<file path="config.mk">
export PLATFORM = sky130hd
export DESIGN_NAME = seq_alu
export DESIGN_NICKNAME = d
export VERILOG_FILES = /design/src/rtl/seq_alu.sv
export SDC_FILE = /design/constraint.sdc
export NUM_CORES = 1
export LEC_CHECK = 0
export CAP_MARGIN = 5
export CELL_PAD_IN_SITES_DETAIL_PLACEMENT = 0
export CELL_PAD_IN_SITES_GLOBAL_PLACEMENT = 1
export CORE_MARGIN = 3
export CORE_UTILIZATION = 47
export DETAILED_ROUTE_END_ITERATION = 8
export PLACE_DENSITY_LB_ADDON = 0.3
export SLEW_MARGIN = 20
export SYNTH_ARGS = -nofsm -noshare
export SYNTH_HDL_FRONTEND = slang
export SYNTH_SLANG_ARGS = --single-unit
</file>
<file path="constraint.sdc">
create_clock -name clk -period 8.2 [get_ports clk]
set_input_delay 1.64 -clock clk [delete_from_list [all_inputs] [get_ports clk]]
set_output_delay 1.64 -clock clk [all_outputs]
set_load 0.01 [all_outputs]
</file>
<file path="src/rtl/seq_alu.sv">
// Handshaked execute unit: 1-cycle ALU ops plus iterative MUL/MULHU/DIVU/REMU.
// Latency 1 (single-cycle/illegal) or WIDTH+1 (mul/div); accepts only in IDLE, holds result until out_ready.
module seq_alu #(
   parameter int WIDTH  = 32,
   parameter bit MUL_EN = 1'b1
) (
   input  logic             clk,
   input  logic             rst,
   input  logic             in_valid,
   output logic             in_ready,
   input  logic [WIDTH-1:0] A,
   input  logic [WIDTH-1:0] B,
   input  logic [3:0]       ALUControl,
   output logic             out_valid,
   input  logic             out_ready,
   output logic [WIDTH-1:0] Result,
   output logic             Carry,
   output logic             OverFlow,
   output logic             Zero,
   output logic             Negative,
   output logic             op_err
);
   localparam int SW = $clog2(WIDTH);
   localparam int CW = $clog2(WIDTH + 1);

   typedef enum logic [1:0] {IDLE, EXEC1, BUSY, DONE} state_t;

   state_t             state_q;
   logic [WIDTH-1:0]   a_q, b_q, result_q;
   logic [3:0]         op_q;
   logic [2*WIDTH-1:0] prod_q, step_d;
   logic [CW-1:0]      cnt_q;
   logic               in_ready_q, out_valid_q;
   logic               carry_q, ovf_q, zero_q, neg_q, err_q;

   logic [WIDTH:0]     sum, diff, mul_hi, div_sh, div_trial;
   logic               add_ovf, sub_ovf, muldiv_in;
   logic [SW-1:0]      shamt;
   logic [WIDTH-1:0]   res_d;
   logic               carry_d, ovf_d, err_d;

   assign sum     = {1'b0, a_q} + {1'b0, b_q};
   assign diff    = {1'b0, a_q} - {1'b0, b_q};
   assign add_ovf = (a_q[WIDTH-1] == b_q[WIDTH-1]) && (sum[WIDTH-1] != a_q[WIDTH-1]);
   assign sub_ovf = (a_q[WIDTH-1] != b_q[WIDTH-1]) && (diff[WIDTH-1] != a_q[WIDTH-1]);
   assign shamt   = b_q[SW-1:0];
   assign muldiv_in = MUL_EN && ((ALUControl[3:1] == 3'b101) || (ALUControl[3:1] == 3'b110));

   // prod_q is {acc_hi, multiplier} for MUL and {remainder, dividend/quotient} for DIV
   always_comb begin
      mul_hi    = {1'b0, prod_q[2*WIDTH-1:WIDTH]} + (prod_q[0] ? {1'b0, a_q} : '0);
      div_sh    = {prod_q[2*WIDTH-1:WIDTH], prod_q[WIDTH-1]};
      div_trial = div_sh - {1'b0, b_q};
      if (op_q[3:1] == 3'b101)
         step_d = {mul_hi, prod_q[WIDTH-1:1]};
      else if (div_trial[WIDTH])
         step_d = {div_sh[WIDTH-1:0], prod_q[WIDTH-2:0], 1'b0};
      else
         step_d = {div_trial[WIDTH-1:0], prod_q[WIDTH-2:0], 1'b1};
   end

   always_comb begin
      res_d   = '0;
      carry_d = 1'b0;
      ovf_d   = 1'b0;
      err_d   = 1'b0;
      case (op_q)
         4'h0: begin res_d = sum[WIDTH-1:0];  carry_d = sum[WIDTH];  ovf_d = add_ovf; end
         4'h1: begin res_d = diff[WIDTH-1:0]; carry_d = diff[WIDTH]; ovf_d = sub_ovf; end
         4'h2: res_d = a_q & b_q;
         4'h3: res_d = a_q | b_q;
         4'h4: res_d = a_q ^ b_q;
         4'h5: res_d = {{(WIDTH-1){1'b0}}, diff[WIDTH-1] ^ sub_ovf};
         4'h6: res_d = {{(WIDTH-1){1'b0}}, diff[WIDTH]};
         4'h7: res_d = a_q << shamt;
         4'h8: res_d = a_q >> shamt;
         4'h9: res_d = $signed(a_q) >>> shamt;
         4'hA, 4'hC: if (MUL_EN) res_d = prod_q[WIDTH-1:0];       else err_d = 1'b1;
         4'hB, 4'hD: if (MUL_EN) res_d = prod_q[2*WIDTH-1:WIDTH]; else err_d = 1'b1;
         default: err_d = 1'b1;
      endcase
   end

   always_ff @(posedge clk or posedge rst) begin
      if (rst) begin
         state_q     <= IDLE;
         a_q         <= '0;
         b_q         <= '0;
         op_q        <= '0;
         prod_q      <= '0;
         cnt_q       <= '0;
         in_ready_q  <= 1'b1;
         out_valid_q <= 1'b0;
         result_q    <= '0;
         carry_q     <= 1'b0;
         ovf_q       <= 1'b0;
         zero_q      <= 1'b0;
         neg_q       <= 1'b0;
         err_q       <= 1'b0;
      end else begin
         case (state_q)
            IDLE: if (in_valid) begin
               a_q        <= A;
               b_q        <= B;
               op_q       <= ALUControl;
               cnt_q      <= '0;
               in_ready_q <= 1'b0;
               prod_q     <= (ALUControl[3:1] == 3'b101) ? {{WIDTH{1'b0}}, B} : {{WIDTH{1'b0}}, A};
               state_q    <= muldiv_in ? BUSY : EXEC1;
            end
            BUSY: if (cnt_q != CW'(WIDTH)) begin
               prod_q <= step_d;
               cnt_q  <= cnt_q + CW'(1);
            end
            DONE: if (out_ready) begin
               out_valid_q <= 1'b0;
               in_ready_q  <= 1'b1;
               state_q     <= IDLE;
            end
            default: ;
         endcase
         // one extra BUSY cycle after the last iteration registers the result
         if (state_q == EXEC1 || (state_q == BUSY && cnt_q == CW'(WIDTH))) begin
            result_q    <= res_d;
            carry_q     <= carry_d;
            ovf_q       <= ovf_d;
            zero_q      <= (res_d == '0);
            neg_q       <= res_d[WIDTH-1];
            err_q       <= err_d;
            out_valid_q <= 1'b1;
            state_q     <= DONE;
         end
      end
   end

   assign in_ready  = in_ready_q;
   assign out_valid = out_valid_q;
   assign Result    = result_q;
   assign Carry     = carry_q;
   assign OverFlow  = ovf_q;
   assign Zero      = zero_q;
   assign Negative  = neg_q;
   assign op_err    = err_q;
endmodule

</file>
; Yosys cells after proc, flatten, opt, wreduce, memory -nomap -nowiden
; Cells that the tools add are included.
[classes]
addsub = 5
eq_ne = 30
bitwise = 4
shifts = 3
mux = 25
n_reduce_logical = 21
[op_table]
columns = op, count
row1 = $pmux 32 s12, 1
row2 = $mux 64, 4
row3 = $pmux 64 s2, 1
row4 = $add 32x32->33, 2
row5 = $mux 32, 2
row6 = $sub 32x32->33, 1
row7 = $sub 33x32->33, 1
row8 = $and 32x32->32, 1
row9 = $logic_not 32->1, 1
row10 = $or 32x32->32, 1
row11 = $shl 32x5->32, 1
row12 = $shr 32x5->32, 1
row13 = $sshr 32x5->32, 1
row14 = $xor 32x32->32, 1
row15 = $eq 4x4->1 const B, 6
row16 = $eq 4x3->1 const B, 4
row17 = $reduce_or 14->1, 1
row18 = $mux 6, 2
row19 = $pmux 6 s2, 1
row20 = $eq 3x3->1 const B, 3
row21 = $reduce_and 3->1, 3
row22 = $eq 4x2->1 const B, 2
row23 = $mux 2, 4
row24 = $reduce_bool 2->1, 4
row25 = other kinds (21), 39
[word_totals]
word_cells = 102
input_bits = 72
regBits = 179
out_inout_bits = 39

; Longest topological paths before layout
; Gate-level depths: netlist (run 1).
[depth]
word_depth = 6
mapped_depth = 26
ltp_nobuf = 22

; Least setup slack after synthesis (run 1)
; No wires, ideal clock.
[synth_path]
path_type = reg-to-reg
startpoint = register b_q[3]
endpoint = register zero_q (netlist: Zero)
setup_time_ps = 92
period_less_slack_ps = 5261
t_arrival_ps = 5170
setup_slack_ps = 2939
required_time_ps = 8108
n_path_buf = 4
path_stages_with_launch = 26
cell_sequence = dfrtp_1 -> clkbuf_1 -> clkinv_1 -> buf_1 -> buf_1 -> ha_1 -> clkbuf_1 -> or4_1 -> o21ai_1 -> o41ai_1 -> o21ai_1 -> a31oi_1 -> o31ai_1 -> a21oi_1 -> o21bai_1 -> a21oi_1 -> fa_1 -> a32oi_1 -> o21ai_0 -> a211oi_1 -> o21ai_0 -> a211oi_1 -> inv_1 -> nor2_1 -> nand4_1 -> o31ai_2
[synth_via]
elab_chain_cells = 6
word_cells_on_any_way = 13
cone_classes = add/sub (2) / eq/ne (1) / shift (3) / mux (1) / bitwise (4) / reduce/logical (2)
[synth_rtl]
columns = item, line_no
row1 = from (decl), 29  ; logic [WIDTH-1:0] a_q, b_q, result_q;
row2 = from (signal assigned), 88  ; b_q <= '0;
row3 = from (signal assigned), 104  ; b_q <= B;
row4 = $sub 32x32->33, 43  ; assign diff = {1'b0, a_q} - {1'b0, b_q};
row5 = $ne 1x1->1, 45  ; assign sub_ovf = (a_q[WIDTH-1] != b_q[WIDTH-1]) && (diff[WIDTH-1] != a_q[WIDTH-1]);
row6 = $logic_and 1x1->1, 45
row7 = $xor 1x1->1, 73  ; 4'h5: res_d = {{(WIDTH-1){1'b0}}, diff[WIDTH-1] ^ sub_ovf};
row8 = $pmux 32 s12 *, 67  ; case (op_q)
row9 = $logic_not 32->1 *, 127  ; zero_q <= (res_d == '0);
row10 = to (signal assigned), 127
row11 = to (decl), 34  ; logic carry_q, ovf_q, zero_q, neg_q, err_q;
; Every way passes the cells marked *; elsewhere a longest branch is shown, timed or not.
; A chain may end at the register's enable or synchronous reset.

; Worst setup path after layout (run 1)
[layout_path]
startpoint = register b_q[1]
endpoint = register zero_q (netlist: Zero)
; The elaborated chain is that of the path after synthesis.

==> run_results.csv, run 1 <==
group,metric,value,unit
run_status,status,"finished, final reports clean",
synthesis,syn_area,21100,um2
worst_setup_path,cp_slowest_stage_delay,0.83,ns
floorplan,core,43700,um2
routing,drtIter0Drc,3041,
placement,dp_hpwl,70700,um
clock_network,ctsRootBufferMaster,"clkbuf_16",
layout,fill_cells,4241,
layout,multi_input_area,15500,um2
layout,drive_gt1_frac,0.0824,
global_routing,grt_max_degree,120,
worst_setup_path,crit_type,"reg -> reg",
floorplan,die_w,218,um
worst_setup_path,crit_buf_inv,2,
synthesis,synthMuxAreaShare,0.127,
routing,drt_first_pass_iters,8,
worst_setup_path,cpLargestDelayFamily,"compound AO/OA/AOI/OAI gates",
worst_setup_path,slowest_stage,"dfrtp_4",
clock_network,htree_levels,4,
timing,fin_crit,6.20,ns
synthesis,synth_cell_types,89,
clock_network,ctsHoldBuffers,0,
worst_setup_path,arrival,6.63,ns
timing,rsz0062_at_grt,"no",
worst_setup_path,critPathMaxFanout,47,
synthesis,synth_xor_area_frac,0.0278,
worst_setup_path,path_cells,"inv_1 > ha_1 > o21ba_2 > or4_1 > o21ai_1 > o41ai_1 > o21ai_1 > a31oi_1 > o31ai_1 > a21oi_1 > o21bai_1 > a21oi_1 > fa_1 > a32oi_1 > o21ai_0 > a211oi_1 > o21ai_0 > a211oi_1 > inv_1 > nor2_1 > nand4_1 > o31ai_2",
routing,drc_errors,0,
clock_network,path_clk_slew,0.08,ns
global_routing,grtUsageTotal,0.387,
placement,place_area,22600,um2
synthesis,synthAdderAreaFrac,0.103,
floorplan,die_y,218,um
routing,wl_per_cell,28.3,um
timing,setup_violations,0,
routing,vias,22396,
timing,hold_viol,0,
timing,finalSetupTns,0,ns
layout,instances_no_fill,3293,
global_routing,gr-total-overflow,0,
floorplan,rows,76,
worst_setup_path,cp-start-kind,"flip-flop",
routing,via_per_inst,6.80,
timing,maxSlewHeadroom,0.183,
clock_network,cts_sinks,178,
layout,fin_area,23200,um2
floorplan,start_util,0.482,
run,maxCapViolCount,0,
global_routing,grt_pass1_vias,20836,
synthesis,synth_edf_count,0,
synthesis,yosys_warnings,0,
floorplan,die_area,47400,um2
timing,final-max-slew-violation-count,0,
clock_network,tritoncts,"done",
synthesis,syn_nets,2958,
global_routing,grt_pass1_wl,137000,um
layout,ff_latch_area,4460,um2
synthesis,synth_ff_type,"dfrtp_1",
worst_setup_path,cp-end-kind,"flip-flop",
worst_setup_path,crit_required,8.63,ns
synthesis,synthArstFlopShare,1.00,
clock_network,cts_inserted_buffers,17,
layout,nNetsFinal,2935,
synthesis,syn_area_per_cell,7.76,um2
timing,worst_pin_slew,1.19,ns
clock_network,cts-resized-gates,0,
placement,port_buffers,110,
timing,finalCritPeriodShare,0.756,
synthesis,synth-seq-cells,178,
clock_network,worstSkewPairLatency,0.52,ns
global_routing,antenna_found_initial,1,
synthesis,yosys.area_share.simple,0.179,
synthesis,synth_top_family_by_area,"compound AO/OA/AOI/OAI gates",
timing,max_freq,0.161,GHz
timing,clock_skew,0.0198,ns
synthesis,synth_compound_area_frac,0.292,
clock_network,cts_buffer_depth,2,
synthesis,synthCells,2716,
routing,ant_nets,0,
routing,wl,93200,um
clock_network,postCtsSetupBuffers,0,
placement,globalplace.congestion,1.09,
placement,placed_cells,3259,
floorplan,io_pins,111,
worst_hold_path,hold_class,"reg -> reg",
layout,areaGrowthSynthToFinish,10.0,%
synthesis,ys_seq_area_frac,0.211,
## sequential cells by signal (all words and copies together) (netlist names)
signal and flops:
a_q 32, Carry 1, cnt_q 6, out_valid 1, prod_q 64, b_q 32, Result 32, op_q 4
op_err 1, Zero 1, state_q 2, in_ready 1, OverFlow 1
## cell families after synthesis
family	Yosys count
adders and majority gates	170
and+or+nand+nor	823
AOI/OAI and AO/OA	959
buffers and inverters	320
xor gates and xnor gates	67
muxes	199
DFF	178
## Yosys cell counts, drive strengths merged, types with 24 or more instances
cell type	number	share of area
buf	50	0.012
nor3	40	0.0095
xnor2	42	0.017
nand3	47	0.011
mux4	46	0.051
o21ai	287	0.068
a21oi	234	0.056
ha	165	0.098
a21o	35	0.012
mux2	57	0.030
a211oi	30	0.011
o21bai	30	0.011
clkbuf	147	0.026
nor2	164	0.029
dfrtp	177	0.21
nand2	379	0.067
nor2b	24	0.0071
xor2	25	0.010
a22oi	35	0.012
o211ai	39	0.014
and2	42	0.012
inv	121	0.022
mux2i	96	0.046
## layout by cell type (no fill, tap or decap), types with 29 or more instances in the layout
master / n
a211oi_1: 29
o211ai_1: 39
mux2i_1: 96
dfrtp_1: 172
a21oi_1: 234
clkdlybuf4s50_1: 110
buf_4: 45
and2_1: 41
o21bai_1: 30
nand2_1: 378
mux2_2: 57
a21o_1: 35
nor3_1: 40
xnor2_1: 42
nor2_1: 161
mux4_2: 38
o21ai_0: 281
ha_1: 165
a22oi_1: 35
inv_1: 119
nand3_1: 47
## layout make-up
| class | count | area share |
|---|---|---|
| clock inverter | 13 | 0.00819 |
| tap | 585 | 0.0315 |
| clock buffer | 19 | 0.0191 |
| sequential | 178 | 0.192 |
| inverter | 123 | 0.0202 |
| multi-input combinational | 2218 | 0.666 |
| antenna | 2 | 0.000216 |
| timing repair buffer | 155 | 0.0620 |
## worst reg2reg max path: cells and delay by family (launching register included)
family	cells	cell delay, ns
compound gates	15	3.25
simple gates	3	0.62
flops	1	0.83
buf+inv	2	0.59
fa+ha+maj	2	0.83
## stage by stage
| step | utilization | setup WS, ns | hold slack [ns] |
|---|---|---|---|
| after floorplan | - | 1.73 | 0.475 |
| after global placement | 0.516 | 2.11 | 0.461 |
| after detailed placement | 0.516 | 2.12 | 0.472 |
| after CTS | 0.530 | 2.10 | 0.487 |
| after global routing | 0.530 | 1.67 | 0.503 |
| final | 0.531 | 2.00 | 0.480 |
## routing by layer
| metal | up-vias | global-route usage | part of all wire |
|---|---|---|---|
| met4 | 2 | 0.117 | 0.033 |
| met1 | 10889 | 0.552 | 0.43 |
| li1 | 9984 | - | - |
| met3 | 188 | 0.116 | 0.12 |
| met2 | 1333 | 0.564 | 0.42 |
| met5 | - | 0 | 0.00014 |
## worst paths after layout
check                      startpoint          to  slack, ns  cells after the start
max                            b_q[1]        Zero       2.00                     22
min                        Result[12]  Result[12]       0.48                      2
max reg2reg                    b_q[1]        Zero       2.00                     22
min reg2reg                Result[12]  Result[12]       0.48                      2
max in group asynchronous         rst     op_q[0]       5.07                      3
min in group asynchronous         rst   prod_q[5]       1.69                      2
Power of run 1 is left out: the tool's default activity adds up to more than one toggle a clock period on the data nets, which glitch-free logic cannot reach.
==> inputs of run 2 (changes only) <==
--- a/config.mk
+++ b/config.mk
@@ -9,7 +9,7 @@
 export CELL_PAD_IN_SITES_DETAIL_PLACEMENT = 0
 export CELL_PAD_IN_SITES_GLOBAL_PLACEMENT = 1
 export CORE_MARGIN = 3
-export CORE_UTILIZATION = 47
+export CORE_UTILIZATION = 42
 export DETAILED_ROUTE_END_ITERATION = 8
 export PLACE_DENSITY_LB_ADDON = 0.3
 export SLEW_MARGIN = 20
==> constraint.sdc (replaced) <==
create_clock -name clk -period 5.3 [get_ports clk]
set_input_delay 1.06 -clock clk [delete_from_list [all_inputs] [get_ports clk]]
set_output_delay 1.06 -clock clk [all_outputs]
set_load 0.01 [all_outputs]
==> run 2 against run 1 <==
Clock-buffer cell count rose by 2. Critical path depth unchanged. Die area is 12% higher. Global-route usage down 1.4 points. Register-to-register slack worse by 1.5 ns. Clock skew fell by 0.0052 ns. Utilization fell by 4.2 points. Flip-flop and latch count did not move. Critical endpoint unchanged.
==> run_results.csv, run 2 (synthesized netlist as in run 1, its figures left out) <==
group,metric,value,unit
run_status,status,"finished, final reports clean",
global_routing,grt_max_degree,108,
timing,clock_skew,0.0146,ns
routing,via_per_inst,6.56,
global_routing,grt_pass1_vias,21385,
worst_setup_path,cp-start-kind,"flip-flop",
floorplan,core,49300,um2
placement,globalplace.congestion,1.06,
timing,finalCritPeriodShare,0.911,
timing,finalSetupTns,0,ns
routing,drc_errors,0,
placement,dp_hpwl,78800,um
layout,n_antenna_cell,0,
timing,final-max-slew-violation-count,0,
clock_network,path_clk_slew,0.08,ns
timing,hold_viol,0,
routing,wl_per_cell,29.3,um
floorplan,die_w,230,um
clock_network,cts_sinks,178,
clock_network,ctsHoldBuffers,0,
layout,final_common_cell,"nand2_1",
global_routing,gr-total-overflow,0,
global_routing,grtUsageTotal,0.373,
timing,worst_pin_slew,1.10,ns
layout,nNetsFinal,3023,
clock_network,worstSkewPairLatency,0.51,ns
global_routing,grt_pass1_wl,146000,um
layout,largest_register_ff_count,64,
timing,max_freq,0.207,GHz
layout,top_register,"prod_q",
placement,port_buffers,110,
worst_setup_path,crit_required,5.73,ns
routing,wl,101000,um
floorplan,rows,81,
layout,layout_common_cells,"nand2_1 (378), o21ai_0 (281), a21oi_1 (234), dfrtp_1 (170), ha_1 (165)",
floorplan,io_pins,111,
global_routing,antenna_found_initial,0,
clock_network,cts_inserted_buffers,17,
floorplan,die_area,52900,um2
timing,fin_crit,4.83,ns
worst_hold_path,hold_class,"reg -> reg",
layout,drive_gt1_frac,0.113,
worst_setup_path,cp-end-kind,"flip-flop",
timing,maxSlewHeadroom,0.262,
clock_network,tritoncts,"done",
worst_setup_path,regToRegSetupSlack,0.47,ns
layout,areaGrowthSynthToFinish,14.1,%
routing,vias,22696,
floorplan,start_util,0.428,
timing,setup_violations,0,
timing,rsz0062_at_grt,"no",
layout,fill_cells,4965,
worst_setup_path,crit_type,"reg -> reg",
run,maxCapViolCount,0,
worst_setup_path,arrival,5.26,ns
worst_setup_path,critPathMaxFanout,11,
floorplan,die_y,230,um
routing,ant_nets,0,
clock_network,htree_levels,4,
routing,drt_first_pass_iters,6,
clock_network,ctsRootBufferMaster,"clkbuf_16",
routing,drtIter0Drc,3266,
clock_network,cts_buffer_depth,2,
run 2: worst max-delay path, cell delays in order (launching register included):
cell,delay (ns)
dfrtp_1,0.57
inv_1,0.15
ha_1,0.37
or3_1,0.38
a21oi_1,0.20
o41ai_1,0.19
o21ai_2,0.29
a31oi_1,0.13
o31ai_1,0.23
a21oi_1,0.12
o21bai_1,0.13
a21oi_1,0.10
fa_1,0.37
a32oi_1,0.20
o21ai_0,0.10
a211oi_1,0.21
o21ai_0,0.14
a211oi_2,0.24
buf_4,0.16
inv_1,0.04
nor2_1,0.10
nand4_1,0.12
o31ai_2,0.23
run 2: final timing paths:
| check | startpoint | to | cells after the start |
|---|---|---|---|
| worst max-delay path | a_q[7] | Zero | 22 |
| worst min-delay path | Result[10] | Result[10] | 2 |
| worst max register to register | a_q[7] | Zero | 22 |
| worst min register to register | Result[10] | Result[10] | 2 |
| max in group asynchronous | rst | op_q[0] | 3 |
| min in group asynchronous | rst | prod_q[7] | 2 |
run 2: stage by stage:
stage	cells	util	hold slack (ns)	setup WS, ns	area (um2)
6_report	3458	0.488	0.477	0.469	24100
5_1_grt	3458	0.488	0.516	0.0137	24100
4_1_cts	3458	0.488	0.485	0.297	24000
3_5_place_dp	3426	0.476	0.469	0.302	23400
3_3_place_gp	3426	0.476	0.461	0.336	23400
2_1_floorplan	2716	-	0.475	0.0386	21100
run 2: layout make-up:
class	instances	area, um2	share of cell area
Clock buffer	21	460	0.0191
Inverter	123	465	0.0194
Clock inverter	11	145	0.00603
Sequential cell	178	4470	0.186
Tap cell	664	831	0.0345
Timing Repair Buffer	243	2210	0.0920
Multi-Input combinational cell	2218	15500	0.643
run 2: what timing repair did:
action | 4_1_cts | 5_1_grt
endpoints found under the setup margin | 0 | 1
buffers inserted | 0 | 0
resized for setup | 0 | 5
run 2: routing by layer:
metal | global-route usage | part of all wire | vias to the layer above
met5 | 0 | 0 | -
met4 | 0.131 | 0.040 | 0
met3 | 0.0999 | 0.10 | 201
met2 | 0.553 | 0.42 | 1274
met1 | 0.523 | 0.44 | 11085
li1 | - | - | 10136
Power of run 2 is left out for the same reason.
